### src/rtl/tcdm_lrsc_queue.sv
// tcdm_lrsc_queue: multi-entry LR/SC reservation unit in front of one TCDM bank, with in-order responses.
// Optional SC success/failure counters are enabled by defining TCDM_LRSC_PERF_EN.
`default_nettype none

module tcdm_lrsc_queue #(
  parameter int unsigned NumEntries = 1,
  parameter int unsigned AddrWidth  = 8,
  parameter int unsigned DataWidth  = 32,
  parameter int unsigned IdWidth    = 8
) (
  input  logic                   clk_i,
  input  logic                   rst_i,
  input  logic                   in_valid_i,
  output logic                   in_ready_o,
  input  logic [AddrWidth-1:0]   in_addr_i,
  input  logic                   in_wen_i,
  input  logic [3:0]             in_amo_i,
  input  logic [IdWidth-1:0]     in_id_i,
  input  logic [DataWidth-1:0]   in_wdata_i,
  input  logic [DataWidth/8-1:0] in_be_i,
  output logic                   bank_req_o,
  output logic [AddrWidth-1:0]   bank_addr_o,
  output logic                   bank_wen_o,
  output logic [DataWidth-1:0]   bank_wdata_o,
  output logic [DataWidth/8-1:0] bank_be_o,
  input  logic [DataWidth-1:0]   bank_rdata_i,
  output logic                   resp_valid_o,
  input  logic                   resp_ready_i,
  output logic [DataWidth-1:0]   resp_data_o,
  output logic [IdWidth-1:0]     resp_id_o
`ifdef TCDM_LRSC_PERF_EN
  ,
  output logic [15:0]            sc_ok_cnt_o,
  output logic [15:0]            sc_fail_cnt_o
`endif
);

  localparam int unsigned IdxWidth = (NumEntries > 1) ? $clog2(NumEntries) : 1;
  localparam logic [IdxWidth-1:0] LastIdx = IdxWidth'(NumEntries - 1);
  localparam logic [3:0] AmoLr = 4'hA;
  localparam logic [3:0] AmoSc = 4'hB;

  logic accept;
  logic is_lr;
  logic is_sc;
  logic is_write;
  logic sc_match;
  logic sc_fail;

  logic [NumEntries-1:0] res_valid;
  logic [NumEntries-1:0] res_valid_d;
  logic [NumEntries-1:0] id_hit;
  logic [NumEntries-1:0] addr_hit;
  logic [IdWidth-1:0]    res_id   [NumEntries];
  logic [AddrWidth-1:0]  res_addr [NumEntries];
  logic [IdxWidth-1:0]   rr;
  logic [IdxWidth-1:0]   id_idx;
  logic [IdxWidth-1:0]   free_idx;
  logic [IdxWidth-1:0]   lr_slot;
  logic                  has_free;
  logic                  lr_evict;

  logic                  inflight;
  logic                  fl_read;
  logic                  fl_fail;
  logic [IdWidth-1:0]    fl_id;
  logic [DataWidth-1:0]  fl_data;

  logic [1:0]            stored;
  logic                  wr_ptr;
  logic                  rd_ptr;
  logic [DataWidth-1:0]  buf_data [2];
  logic [IdWidth-1:0]    buf_id   [2];
  logic                  buf_empty;
  logic                  buf_push;
  logic                  buf_pop;

  // Credits count the in-flight slot and stored entries, both registered,
  // so a pop frees credit only from the following cycle.
  assign in_ready_o = !rst_i && (({1'b0, inflight} + stored) < 2'd2);
  assign accept     = in_valid_i && in_ready_o;

  assign is_lr    = (in_amo_i == AmoLr);
  assign is_sc    = (in_amo_i == AmoSc);
  assign is_write = is_sc || (!is_lr && in_wen_i);

  always_comb begin
    id_hit   = '0;
    addr_hit = '0;
    id_idx   = '0;
    free_idx = '0;
    has_free = 1'b0;
    // Descending scan so the lowest matching / free index wins.
    for (int i = int'(NumEntries) - 1; i >= 0; i--) begin
      id_hit[i]   = res_valid[i] && (res_id[i] == in_id_i);
      addr_hit[i] = res_valid[i] && (res_addr[i] == in_addr_i);
      if (id_hit[i]) begin
        id_idx = IdxWidth'(i);
      end
      if (!res_valid[i]) begin
        free_idx = IdxWidth'(i);
        has_free = 1'b1;
      end
    end
  end

  assign sc_match = |(id_hit & addr_hit);
  assign sc_fail  = is_sc && !sc_match;
  assign lr_evict = !(|id_hit) && !has_free;
  assign lr_slot  = (|id_hit) ? id_idx : (has_free ? free_idx : rr);

  always_comb begin
    res_valid_d = res_valid;
    if (accept) begin
      if (is_lr) begin
        for (int i = 0; i < int'(NumEntries); i++) begin
          if (lr_slot == IdxWidth'(i)) begin
            res_valid_d[i] = 1'b1;
          end
        end
      end else if (sc_fail) begin
        res_valid_d = res_valid & ~id_hit;
      end else if (is_write) begin
        res_valid_d = res_valid & ~addr_hit;
      end
    end
  end

  always_ff @(posedge clk_i) begin
    if (rst_i) begin
      res_valid <= '0;
      rr        <= '0;
      for (int i = 0; i < int'(NumEntries); i++) begin
        res_id[i]   <= '0;
        res_addr[i] <= '0;
      end
    end else begin
      res_valid <= res_valid_d;
      if (accept && is_lr && lr_evict) begin
        rr <= (rr == LastIdx) ? '0 : rr + IdxWidth'(1);
      end
      for (int i = 0; i < int'(NumEntries); i++) begin
        if (accept && is_lr && (lr_slot == IdxWidth'(i))) begin
          res_id[i]   <= in_id_i;
          res_addr[i] <= in_addr_i;
        end
      end
    end
  end

  // A failing SC never reaches the bank.
  assign bank_req_o   = accept && !sc_fail;
  assign bank_wen_o   = bank_req_o && is_write;
  assign bank_addr_o  = in_addr_i;
  assign bank_wdata_o = in_wdata_i;
  assign bank_be_o    = in_be_i;

  always_ff @(posedge clk_i) begin
    if (rst_i) begin
      inflight <= 1'b0;
      fl_read  <= 1'b0;
      fl_fail  <= 1'b0;
      fl_id    <= '0;
    end else begin
      inflight <= accept;
      if (accept) begin
        fl_id   <= in_id_i;
        fl_read <= !is_write;
        fl_fail <= sc_fail;
      end
    end
  end

  assign fl_data = fl_read ? bank_rdata_i : {{(DataWidth-1){1'b0}}, fl_fail};

  assign buf_empty    = (stored == 2'd0);
  assign resp_valid_o = !buf_empty || inflight;
  assign buf_pop      = !buf_empty && resp_ready_i;
  // The in-flight result bypasses storage only when it is consumed directly.
  assign buf_push     = inflight && !(buf_empty && resp_ready_i);

  always_comb begin
    resp_data_o = '0;
    resp_id_o   = '0;
    if (!buf_empty) begin
      resp_data_o = buf_data[rd_ptr];
      resp_id_o   = buf_id[rd_ptr];
    end else if (inflight) begin
      resp_data_o = fl_data;
      resp_id_o   = fl_id;
    end
  end

  always_ff @(posedge clk_i) begin
    if (rst_i) begin
      stored      <= 2'd0;
      wr_ptr      <= 1'b0;
      rd_ptr      <= 1'b0;
      buf_data[0] <= '0;
      buf_data[1] <= '0;
      buf_id[0]   <= '0;
      buf_id[1]   <= '0;
    end else begin
      if (buf_push) begin
        buf_data[wr_ptr] <= fl_data;
        buf_id[wr_ptr]   <= fl_id;
        wr_ptr           <= ~wr_ptr;
      end
      if (buf_pop) begin
        rd_ptr <= ~rd_ptr;
      end
      case ({buf_push, buf_pop})
        2'b10:   stored <= stored + 2'd1;
        2'b01:   stored <= stored - 2'd1;
        default: stored <= stored;
      endcase
    end
  end

`ifdef TCDM_LRSC_PERF_EN
  logic [15:0] sc_ok_cnt;
  logic [15:0] sc_fail_cnt;

  always_ff @(posedge clk_i) begin
    if (rst_i) begin
      sc_ok_cnt   <= '0;
      sc_fail_cnt <= '0;
    end else begin
      if (accept && is_sc && sc_match && (sc_ok_cnt != 16'hFFFF)) begin
        sc_ok_cnt <= sc_ok_cnt + 16'd1;
      end
      if (accept && sc_fail && (sc_fail_cnt != 16'hFFFF)) begin
        sc_fail_cnt <= sc_fail_cnt + 16'd1;
      end
    end
  end

  assign sc_ok_cnt_o   = sc_ok_cnt;
  assign sc_fail_cnt_o = sc_fail_cnt;
`endif

endmodule

`default_nettype wire

### config.mk
export PLATFORM = sky130hd
export DESIGN_NAME = tcdm_lrsc_queue
export DESIGN_NICKNAME = d
export VERILOG_FILES = /design/src/rtl/tcdm_lrsc_queue.sv
export SDC_FILE = /design/constraint.sdc
export NUM_CORES = 1
export LEC_CHECK = 0
export ABC_AREA = 1
export BUFFER_PORTS_ARGS = -buffer_cell sky130_fd_sc_hd__clkbuf_2
export CAP_MARGIN = 20
export CORE_ASPECT_RATIO = 1.2
export CORE_MARGIN = 2
export CORE_UTILIZATION = 46
export CTS_CLUSTER_DIAMETER = 30
export DETAILED_ROUTE_END_ITERATION = 16
export GPL_ROUTABILITY_DRIVEN = 0
export PLACE_DENSITY_LB_ADDON = 0.2
export SETUP_SLACK_MARGIN = 0.02
export SLEW_MARGIN = 20
export SYNTH_ARGS = -nofsm -noshare
export SYNTH_HDL_FRONTEND = slang
export SYNTH_SLANG_ARGS = --single-unit
### constraint.sdc
create_clock -name clk_i -period 2.55 [get_ports clk_i]
set_clock_uncertainty 0.1 [all_clocks]
set_input_delay 0.255 -clock clk_i [delete_from_list [all_inputs] [get_ports clk_i]]
set_output_delay 0.255 -clock clk_i [all_outputs]
set_load 0.03 [all_outputs]
==> key figures <==
Timing
  – Fin Setup TNS: 0 ns
  – Hold slack: 0.03063 ns
  – Final hold vios: 0
  – Slew headroom: 0.6791
  – Setup Viol. Count Final: 0
  – Count of final max-slew check failures: 0
  – Worst Tran Pin Value: 0.4814 ns
  – Fmax: 0.4232 GHz
  – Final period utilization: 0.9267
  – RSZ-0062 raised after global routing: false
  – Min cycle time layout: 2.363 ns

Routing
  – Antenna viol nets, final: 0
  – Post-DR wirelength/cell: 14.73 µm
  – Drc violations: 0
  – Drt via density: 5.119
  – Pre-Repair DR Iteration Count: 4
  – 1st-iter DRT viols: 227
  – Via total after detailed routing: 4,305
  – Final wirelength: 12,390 µm

Run status
  – Status: finished clean

Global route
  – Global-route wire length before repair: 20,260 µm
  – Initial antenna violation count: 0
  – GR Util All Layers: 0.1942
  – Pin count of the biggest net entering global routing: 42
  – Remaining global-route overflow: 0
  – Number of global-route vias before repair: 4,294

Logic synthesis
  – Yosys top cell area share: 0.5145
  – Register bit total from synthesis: 113
  – Post-Syn Nets: 695
  – Synth cell types: 28
  – Synth area leaders: edfxtp_1, nor2_1, dfxtp_1
  – Synth warnings: 0
  – Post-synthesis sequential area ratio: 0.5753
  – Count leader, synth: nor2_1
  – Synth Cell Area: 0.005603 mm²
  – Async SR Flop Fraction: 0
  – Avg Cell Area, Syn: 9.323 µm²
  – Mapped Cells: 601
  – Synth Flop Type: edfxtp_1
  – Cell taking the most area after synthesis: edfxtp_1
  – EDFF count, synth: 96
  – Most instantiated cells after synthesis: nor2_1, edfxtp_1, nand2_1

Clocking
  – Setup Buffers After CTS: 0
  – Htree depth: 4
  – Clock Path Buffers: 2
  – Root Buffer Master: clkbuf_16
  – Reg clk slew, reported paths: 0.05 ns
  – Clock Latency Late Sink: 0.40 ns
  – CTS sink cnt: 113
  – Num CTS Buffers: 17
  – CTS tree: built

Floorplan
  – Die H: 124.9 µm
  – DIE AREA: 0.01308 mm²
  – Num rows: 44
  – IO Pins: 181
  – CORE AREA: 0.01200 mm²
  – Initial core utilization: 0.4668
  – Die Wd: 104.7 µm

Cells and area
  – Register Area: 0.003223 mm²
  – Area Growth Syn to Fin: 18.27%
  – Design Area, Final: 0.006626 mm²
  – Multi-input gate area: 0.001735 mm²
  – Share of cells above drive strength 1: 0.2559
  – Nets@finish: 761
  – # diodes: 0
  – Fillers: 1,129

Flow run
  – Max Cap Viol: 0

Place
  – Port Buffers: 108
  – HPWL after DPL: 8236 µm
  – Dpl cell area: 0.006020 mm²

Pwr
  – Power Internal: 0.004021 W
  – Leak: 2.716 nW
  – Clock share of power: 0.427
  – Sequential Power Share: 0.381
  – Switch share: 0.2858
  – Switch Pwr: 0.001609 W
  – Combinational group share of total power: 0.192
  – Maximum VDD drop: 0.5261 mV
  – Cell Pwr Density: 849.8 mW/mm²

Worst setup path
  – Type of element launching the critical path: register
  – CP arrival: 2.01 ns
  – Crit end category: output port
  – WS Path Type: register to output port
  – Critical-path maximum fanout: 19
  – Worst EP required: 2.19 ns
  – CP max stage delay: 0.42 ns
  – Worst-path cell chain: a21oi_2 > nor3_4 > nand2_4 > inv_4 > nand2_1 > nor2_2 > inv_2 > nor2_1 > clkbuf_2
  – Critical-path top delay cell: dfxtp_1

Hold path
  – Hold WC Path Type: input port to register
-- cells by family after synthesis --
group                    count (synthesis)  share of synthesized area
AO/OA/AOI/OAI                          115                     0.1128
buffers and inverters                  126                     0.1181
AND/OR/NAND/NOR                        241                     0.1838
XOR/XNOR                                 5                   0.007816
flip-flops                             113                     0.5753
adder cells (fa/ha/maj)                  1                   0.002233
-- cells in the final DEF, fill, tap and decap left out, drive strengths merged --
master / count
nand3: 6
nand2: 75
edfxtp: 96
nor3: 3
bufinv: 4
clkbuf: 128
ha: 1
clkinv: 8
nand4: 1
nor2: 156
dfxtp: 17
o21ai: 56
xnor2: 4
buf: 14
o22ai: 40
a21boi: 1
xor2: 1
inv: 51
a21oi: 18
-- worst max-delay path, delay by kind of cell (launching register included) --
family | cells | cell delay [ns]
AND/OR/NAND/NOR | 5 | 0.70
flip-flops | 1 | 0.42
buffers and inverters | 3 | 0.39
AO/OA/AOI/OAI | 1 | 0.10
-- sequential cells by signal (all words and copies together), names as in the netlist, 2 cells and up, named ones only --
signal	count
buf_id	16
buf_data	64
res_addr	8
stored	2
fl_id	8
res_id	8
-- path summary, 6_finish.rpt --
path	start	end	cells after the start	slack, ns
worst max-delay path	stored[0]	bank_wen_o	9	0.19
worst min-delay path	rst_i	res_valid	2	0.03
worst max register to register	stored[0]	res_addr[0][1]	8	0.63
worst min register to register	rd_ptr	register	1	0.36
-- stage by stage --
step | power, W | util | std cells | setup slack, ns
finish | 0.005631 | 0.5521 | 841 | 0.1870
global route | 0.005857 | 0.5521 | 841 | 0.03051
CTS | 0.005658 | 0.5517 | 841 | 0.09000
detailed placement | 0.003264 | 0.5016 | 809 | 0.5120
global placement | 0.003249 | 0.5016 | 809 | 0.5832
floorplan | 0.003017 | - | 601 | 0.1197
-- layout make-up --
cell class                      instances  area share
Tap cell                              161     0.03040
Multi-Input combinational cell        362      0.2619
Sequential cell                       113      0.4864
Clock inverter                         12     0.02492
Inverter                               51     0.02927
Timing Repair Buffer                  122      0.1012
Clock buffer                           20     0.06590
-- per-layer routing --
| layer | share of wire | routed length, µm | GRT usage |
|---|---|---|---|
| met1 | 0.42 | 5148 | 0.2283 |
| met2 | 0.49 | 6120 | 0.3358 |
| met3 | 0.075 | 932 | 0.06018 |
| met4 | 0.015 | 185 | 0.06431 |
| met5 | 0 | 0 | 0 |
-- power by group through the flow --
stage,Clock [W],Sequential (W),Combinational [W]
global route,0.00252,0.00215,0.00119
CTS,0.00243,0.00214,0.00109
finish,0.00240,0.00215,0.00108
detailed placement,0,0.00218,0.00108
global placement,0,0.00217,0.00107
floorplan,0,0.00217,0.000845
-- what timing repair did --
item                                    4_1_cts  5_1_grt
endpoints found under the setup margin        0       32
resized for setup                             0        3
hold buffers                                  0        0
Power figures use the tool's default switching activity.
